`src/rtl/cnn_layer_accel_dispatch_pkg.sv`:
```
// Shared types, default sizes and the round-robin picker for the job dispatcher.
package cnn_layer_accel_dispatch_pkg;

  localparam int unsigned DEF_NUM_QUADS  = 4;
  localparam int unsigned DEF_JOB_W      = 128;
  localparam int unsigned DEF_FIFO_DEPTH = 8;
  localparam int unsigned DEF_CNT_W      = 32;
  localparam int unsigned MAX_QUADS      = 16;
  localparam int unsigned QIDX_W         = 4;

  typedef enum logic [2:0] {
    Q_IDLE,
    Q_START,
    Q_RUN,
    Q_FETCH,
    Q_DONE
  } quad_state_t;

  typedef struct packed {
    logic              valid;
    logic [QIDX_W-1:0] idx;
  } rr_pick_t;

  // First set bit of idle_vec at or after ptr, searched modulo n (ptr < n assumed).
  function automatic rr_pick_t rr_select(input logic [MAX_QUADS-1:0] idle_vec,
                                         input logic [QIDX_W-1:0]    ptr,
                                         input int unsigned          n);
    rr_pick_t    pick;
    int unsigned j;
    pick = '0;
    for (int unsigned i = 0; i < MAX_QUADS; i++) begin
      j = 32'(ptr) + i;
      if (j >= n) j = j - n;
      if (!pick.valid && (i < n) && idle_vec[j[QIDX_W-1:0]]) begin
        pick.valid = 1'b1;
        pick.idx   = j[QIDX_W-1:0];
      end
    end
    return pick;
  endfunction

endpackage

```
`src/rtl/cnn_layer_accel_job_fifo.sv`:
```
// Synchronous job-descriptor FIFO; head word is visible combinationally (first-word fall-through).
module cnn_layer_accel_job_fifo #(
  parameter int unsigned WIDTH = 128,
  parameter int unsigned DEPTH = 8
) (
  input  logic                     clk_core,
  input  logic                     rst,
  input  logic                     push,
  input  logic [WIDTH-1:0]         wr_data,
  input  logic                     pop,
  output logic [WIDTH-1:0]         rd_data,
  output logic [$clog2(DEPTH):0]   count,
  output logic                     full,
  output logic                     empty
);

  localparam int unsigned AW = $clog2(DEPTH);

  logic [WIDTH-1:0] mem [DEPTH];
  logic [AW-1:0]    wr_ptr_reg;
  logic [AW-1:0]    rd_ptr_reg;
  logic [AW:0]      count_reg;
  logic             do_push;
  logic             do_pop;

  assign full    = (count_reg == (AW+1)'(DEPTH));
  assign empty   = (count_reg == '0);
  assign do_push = push & ~full;
  assign do_pop  = pop & ~empty;
  assign count   = count_reg;
  assign rd_data = mem[rd_ptr_reg];

  always_ff @(posedge clk_core) begin
    if (do_push) mem[wr_ptr_reg] <= wr_data;
  end

  // Pointers wrap naturally because DEPTH is a power of two.
  always_ff @(posedge clk_core or negedge rst) begin
    if (!rst) begin
      wr_ptr_reg <= '0;
      rd_ptr_reg <= '0;
      count_reg  <= '0;
    end else begin
      if (do_push) wr_ptr_reg <= wr_ptr_reg + 1'b1;
      if (do_pop)  rd_ptr_reg <= rd_ptr_reg + 1'b1;
      case ({do_push, do_pop})
        2'b10:   count_reg <= count_reg + 1'b1;
        2'b01:   count_reg <= count_reg - 1'b1;
        default: count_reg <= count_reg;
      endcase
    end
  end

endmodule

```
`src/rtl/cnn_layer_accel_job_dispatch.sv`:
```
// Queues host job descriptors and hands them round-robin to idle quads, running
// the start / fetch / complete handshakes per quad and counting finished jobs.
module cnn_layer_accel_job_dispatch
  import cnn_layer_accel_dispatch_pkg::*;
#(
  parameter int unsigned NUM_QUADS  = DEF_NUM_QUADS,
  parameter int unsigned JOB_W      = DEF_JOB_W,
  parameter int unsigned FIFO_DEPTH = DEF_FIFO_DEPTH,
  parameter int unsigned CNT_W      = DEF_CNT_W
) (
  input  logic                         clk_core,
  input  logic                         rst,
  input  logic                         enable,
  input  logic                         host_job_valid,
  output logic                         host_job_ready,
  input  logic [JOB_W-1:0]             host_job_data,
  output logic [NUM_QUADS-1:0]         job_start,
  input  logic [NUM_QUADS-1:0]         job_accept,
  output logic [NUM_QUADS*JOB_W-1:0]   job_parameters,
  input  logic [NUM_QUADS-1:0]         job_fetch_request,
  output logic [NUM_QUADS-1:0]         job_fetch_ack,
  output logic [NUM_QUADS-1:0]         fetch_busy,
  input  logic [NUM_QUADS-1:0]         fetch_done,
  output logic [NUM_QUADS-1:0]         job_fetch_complete,
  input  logic [NUM_QUADS-1:0]         job_complete,
  output logic [NUM_QUADS-1:0]         job_complete_ack,
  output logic [$clog2(FIFO_DEPTH):0]  fifo_count,
  output logic [NUM_QUADS-1:0]         quads_busy,
  output logic [CNT_W-1:0]             jobs_completed,
  output logic                         idle
);

  logic                  fifo_full;
  logic                  fifo_empty;
  logic [JOB_W-1:0]      fifo_head;
  logic                  dispatch;
  rr_pick_t              disp_pick;
  logic [QIDX_W-1:0]     rr_ptr_reg;
  logic [QIDX_W-1:0]     rr_ptr_next;
  logic [NUM_QUADS-1:0]  quad_idle;
  logic [NUM_QUADS-1:0]  quad_done;
  logic [MAX_QUADS-1:0]  idle_pad;
  logic [CNT_W-1:0]      done_sum;
  logic [CNT_W-1:0]      jobs_completed_reg;

  cnn_layer_accel_job_fifo #(
    .WIDTH (JOB_W),
    .DEPTH (FIFO_DEPTH)
  ) u_fifo (
    .clk_core (clk_core),
    .rst      (rst),
    .push     (host_job_valid),
    .wr_data  (host_job_data),
    .pop      (dispatch),
    .rd_data  (fifo_head),
    .count    (fifo_count),
    .full     (fifo_full),
    .empty    (fifo_empty)
  );

  assign host_job_ready = ~fifo_full;

  always_comb begin
    idle_pad                = '0;
    idle_pad[NUM_QUADS-1:0] = quad_idle;
  end

  assign disp_pick = rr_select(idle_pad, rr_ptr_reg, NUM_QUADS);
  assign dispatch  = enable & ~fifo_empty & disp_pick.valid;

  always_comb begin
    rr_ptr_next = disp_pick.idx + 1'b1;
    if (disp_pick.idx == QIDX_W'(NUM_QUADS - 1)) rr_ptr_next = '0;
  end

  always_ff @(posedge clk_core or negedge rst) begin
    if (!rst)          rr_ptr_reg <= '0;
    else if (dispatch) rr_ptr_reg <= rr_ptr_next;
  end

  for (genvar gi = 0; gi < NUM_QUADS; gi++) begin : g_quad
    quad_state_t      state_reg;
    quad_state_t      state_next;
    logic             fetch_ack_reg;
    logic             fetch_ack_next;
    logic             fetch_cmp_reg;
    logic             fetch_cmp_next;
    logic [JOB_W-1:0] params_reg;
    logic             win;

    assign win = dispatch && (disp_pick.idx == QIDX_W'(gi));

    always_ff @(posedge clk_core or negedge rst) begin
      if (!rst) begin
        state_reg     <= Q_IDLE;
        fetch_ack_reg <= 1'b0;
        fetch_cmp_reg <= 1'b0;
        params_reg    <= '0;
      end else begin
        state_reg     <= state_next;
        fetch_ack_reg <= fetch_ack_next;
        fetch_cmp_reg <= fetch_cmp_next;
        if (win) params_reg <= fifo_head;
      end
    end

    // Completion beats a simultaneous fetch request; completion during FETCH is dropped.
    always_comb begin
      state_next     = state_reg;
      fetch_ack_next = 1'b0;
      fetch_cmp_next = 1'b0;
      case (state_reg)
        Q_IDLE:  if (win) state_next = Q_START;
        Q_START: if (job_accept[gi]) state_next = Q_RUN;
        Q_RUN: begin
          if (job_complete[gi]) begin
            state_next = Q_DONE;
          end else if (job_fetch_request[gi]) begin
            state_next     = Q_FETCH;
            fetch_ack_next = 1'b1;
          end
        end
        Q_FETCH: begin
          if (fetch_done[gi]) begin
            state_next     = Q_RUN;
            fetch_cmp_next = 1'b1;
          end
        end
        Q_DONE:  state_next = Q_IDLE;
        default: state_next = Q_IDLE;
      endcase
    end

    assign job_start[gi]                    = (state_reg == Q_START);
    assign fetch_busy[gi]                   = (state_reg == Q_FETCH);
    assign job_complete_ack[gi]             = (state_reg == Q_DONE);
    assign job_fetch_ack[gi]                = fetch_ack_reg;
    assign job_fetch_complete[gi]           = fetch_cmp_reg;
    assign quad_idle[gi]                    = (state_reg == Q_IDLE);
    assign quad_done[gi]                    = (state_reg == Q_DONE);
    assign job_parameters[gi*JOB_W +: JOB_W] = params_reg;
  end

  always_comb begin
    done_sum = '0;
    for (int i = 0; i < NUM_QUADS; i++) done_sum = done_sum + CNT_W'(quad_done[i]);
  end

  always_ff @(posedge clk_core or negedge rst) begin
    if (!rst)            jobs_completed_reg <= '0;
    else if (|quad_done) jobs_completed_reg <= jobs_completed_reg + done_sum;
  end

  // Status outputs decode state/count registers directly, so they carry no combinational input paths.
  assign jobs_completed = jobs_completed_reg;
  assign quads_busy     = ~quad_idle;
  assign idle           = fifo_empty & (&quad_idle);

endmodule

```
`config.mk`:
```
export PLATFORM = sky130hd
export DESIGN_NAME = cnn_layer_accel_job_dispatch
export DESIGN_NICKNAME = d
export VERILOG_FILES = /design/src/rtl/cnn_layer_accel_dispatch_pkg.sv /design/src/rtl/cnn_layer_accel_job_fifo.sv /design/src/rtl/cnn_layer_accel_job_dispatch.sv
export SDC_FILE = /design/constraint.sdc
export NUM_CORES = 2
export LEC_CHECK = 0
export BUFFER_PORTS_ARGS = -buffer_cell sky130_fd_sc_hd__buf_2
export CAP_MARGIN = 20
export CORE_MARGIN = 1.5
export CORE_UTILIZATION = 55
export DETAILED_ROUTE_END_ITERATION = 8
export PLACE_DENSITY = 0.8
export SLEW_MARGIN = 20
export SYNTH_ARGS = -nofsm -noshare
export SYNTH_HDL_FRONTEND = slang
export SYNTH_HIERARCHICAL = 1
export SYNTH_SLANG_ARGS = --single-unit
```
`constraint.sdc`:
```
create_clock -name clk_core -period 23.6 [get_ports clk_core]
set_clock_uncertainty 0.2 [all_clocks]
set_input_delay 4.72 -clock clk_core [delete_from_list [all_inputs] [get_ports clk_core]]
set_output_delay 4.72 -clock clk_core [all_outputs]
set_load 0.01 [all_outputs]
```
==> results.md <==
* Status: complete, no violations
* Main combinational cell family by area after synthesis: multiplexers
* Rel. slew slack at 20.84%
* CP Launch Type: register
* Crit path max fanout at 8
* Initial antenna violation count at 37
* Root buffer cell: clkbuf_16
* CTS H-Tree Depth at 4
* P_leak at 29.61 nW
* Clk_lat worst skew at 0.77 ns
* Critical-path cell list: or4b_2 > inv_1 > inv_1 > buf_2
* CP Buf/Inv Count at 3
* Global-route wire length before repair at 204800 um
* Seq/Total Area, Yosys at 70.90%
* Number of global-route vias before repair at 32860
* Syn avg cell area at 21.56 um2
* DRT antenna net count at 0
* Routed vias at 31090
* Worst-Margin Slew at 1.187 ns
* Clock slew at reported path FFs at 0.06 ns
* CP dominant cell by count: inv_1
* Total wire length at 136900 um
* Post-synth EDFFs at 1024
* Routability cong. at 0.8278
* Top cell type's share of synthesized area at 48.22%
* Mux contribution to synthesized area at 23.29%
* WHS at 0.2776 ns
* Unique masters post-synth at 67
* Largest net degree at the start of global routing at 167
* VDD IR max at 0.0001430 V
* Dpl cells at 5097
* XOR/XNOR Fraction of Synth Area at 0.5494%
* GRT Overall Usage at 23.09%
* CTS tree: built
* Post-CTS Hold Buffers at 0
* # rows at 124
* DRT iter0 DRCs at 2481
* Max Cap Violations at 0
* Synthesis warning total at 6
* Final Non-Filler Cells at 5409
* Total clock sinks at 1602
* # setup viols final at 0
* Post-Synthesis Cells at 2958
* Ys async rst share at 36.08%
* Die X at 343.5 um
* DR pass1 iterations at 5
* Path category of the worst min-delay check: register to register
* Power, Total at 11.44 mW
* Final Hold Vio Count at 0
* Starting density of the core at 55.62%
* Setup TNS at 0 ns
* Placed inst area at 68210 um2
* Synth area leader: edfxtp_1
* Compound-gate portion of the synthesized area at 0.7671%
* Die Ht at 343.5 um
* Data arrival time of the worst path at 2.31 ns
* Post-Syn Area at 63770 um2
* Post-Place Worst Slack at 15.49 ns
* Die area at 118000 um2
* Post-cts gate resize count at 0
* CP max stage delay at 0.76 ns
* Pwr/cell area at 155.8 nW/um2
* Crit. End Element: output pin
* Setup Crit Path Kind: register to output pin
* Finished Cell Area at 73440 um2
* Number of flip-flops in the largest register at 1024
* Worst-case clock buffer depth at 3
* Pins Over Slew Limit at 0
* Crit-path slowest cell: or4b_2
* CP top delay family: simple AND/OR/NAND/NOR gates
* WL per Instance at 25.30 um
* Fin nets at 3917
* RSZ-0062 raised after global routing: no
* CTS buffer count at 157
* Crit share post-route at 30.61%
* Core Util, Final at 64.05%
* Req. time, crit path at 18.68 ns
* Worst setup margin at 16.38 ns
* Top area cells in the synthesized netlist: edfxtp_1 48%, dfrtp_1 23%, mux2_4 11%
* Max frequency at 138.4 MHz
* Area growth syn-to-layout at 15.16%
* Layout fillers at 7458
* DRC Markers at 0
* FF+latch count, synth at 1602
* Core area at 114700 um2
* Post-Synth Adder-Cell Area at 0.5180%
* DPL Wire Length at 82820 um
* Post-synth net total at 3130
* Min Tclk post-route at 7.225 ns
* Synth Area in Simple Gates at 1.332%
* Number of port buffers at 721
* Io pins at 722
* Synth Flop Type: edfxtp_1
* Setup Fix Bufs, Post-CTS at 0
* Drt via density at 5.748
* Global route total overflow at 0
* Share of cells above drive strength 1 at 50.48%
-- worst reg2reg max path, cell delays in order (launching register included) --
cell and delay (ns):
dfrtp_1 0.73, ha_1 0.31, xor2_1 0.16, ha_1 0.26, nor4_1 0.56, o31a_1 0.28, nor3_1 0.08, a211oi_1 0.25
o32ai_1 0.20, ha_1 0.30, o211ai_4 0.32, buf_4 0.63, buf_4 0.83, mux2_4 0.46
-- area by class of cell --
cell class	count	area, um2	share of cell area (%)
repair buffers	778	4079	5.554
flip-flops and latches	1602	45220	61.58
diodes	20	50.05	0.06815
clock buffers	206	4340	5.910
clock inverters	85	812.0	1.106
well taps	1512	1892	2.576
multi-input cells	1175	16930	23.05
inverters	31	116.4	0.1584
-- metal layers --
| layer | vias to the layer above | routed length, um | GRT usage (%) | share of wire (%) |
|---|---|---|---|---|
| met2 | 962 | 69830 | 38.69 | 51 |
| met1 | 16620 | 56010 | 30.72 | 41 |
| li1 | 13230 | - | - | - |
| met4 | 24 | 3560 | 7.260 | 2.6 |
| met3 | 254 | 7300 | 4.498 | 5.3 |
| met5 | - | 158 | 0 | 0.12 |
-- power by group --
part           total [mW]  switching, mW  internal, mW
clock network        2.48           1.06          1.42
logic                4.74           2.25          2.49
registers            4.23          0.431          3.80
total                11.4           3.74          7.70
-- cell usage after synthesis, types with 6 or more instances --
cell type	n
nor2_1	21
and2_1	6
buf_1	14
and4_1	6
nor3b_1	13
nand2_1	32
ha_1	20
xor2_1	10
a21oi_1	8
buf_8	13
o21ai_0	11
buf_12	33
buf_2	18
nor3_1	10
buf_6	35
dfrtp_1	578
mux4_2	257
nand4_1	8
and3_1	6
mux2_2	190
edfxtp_1	1024
mux2_4	458
buf_4	11
inv_1	31
nand3_1	13
clkbuf_1	26
xnor2_1	30
-- cell usage in the layout, fill, tap and decap left out, drive strengths merged, types with 10 or more instances in the layout --
cell / Yosys / final
buf: 124 / 778
bufinv: 0 / 10
clkbuf: 26 / 206
clkinv: 0 / 51
dfrtp: 578 / 578
diode: 0 / 20
edfxtp: 1024 / 1024
ha: 20 / 20
inv: 31 / 47
mux2: 648 / 648
mux4: 258 / 258
nand2: 32 / 32
nand3: 13 / 13
nor2: 21 / 21
nor3: 14 / 14
nor3b: 13 / 13
o21ai: 12 / 12
xnor2: 30 / 30
xor2: 10 / 10
-- cell families (layout without fill, tap and decap cells) --
logic type,Yosys count,count (layout)
buffers and inverters,181,1100
XOR/XNOR,40,40
adder cells (fa/ha/maj),24,24
AO/OA/AOI/OAI,57,57
other,0,20
flip-flops,1602,1602
AND/OR/NAND/NOR,146,146
multiplexers,908,908
-- worst paths after layout --
path | from | endpoint | slack [ns] | cells after the start
worst max-delay path | u_fifo/count[0] | host_job_ready | 16.38 | 4
worst min-delay path | jobs_completed[31] | jobs_completed[31] | 0.28 | 1
worst max register to register | rr_ptr_reg[0] | g_quad[0].params_reg[67] | 17.89 | 13
worst min register to register | jobs_completed[31] | jobs_completed[31] | 0.28 | 1
max in group asynchronous | rst | g_quad[2].params_reg[101] | 16.63 | 5
min in group asynchronous | rst | g_quad[3].params_reg[53] | 3.71 | 1
Note: power is estimated with default switching activity, not from simulation.
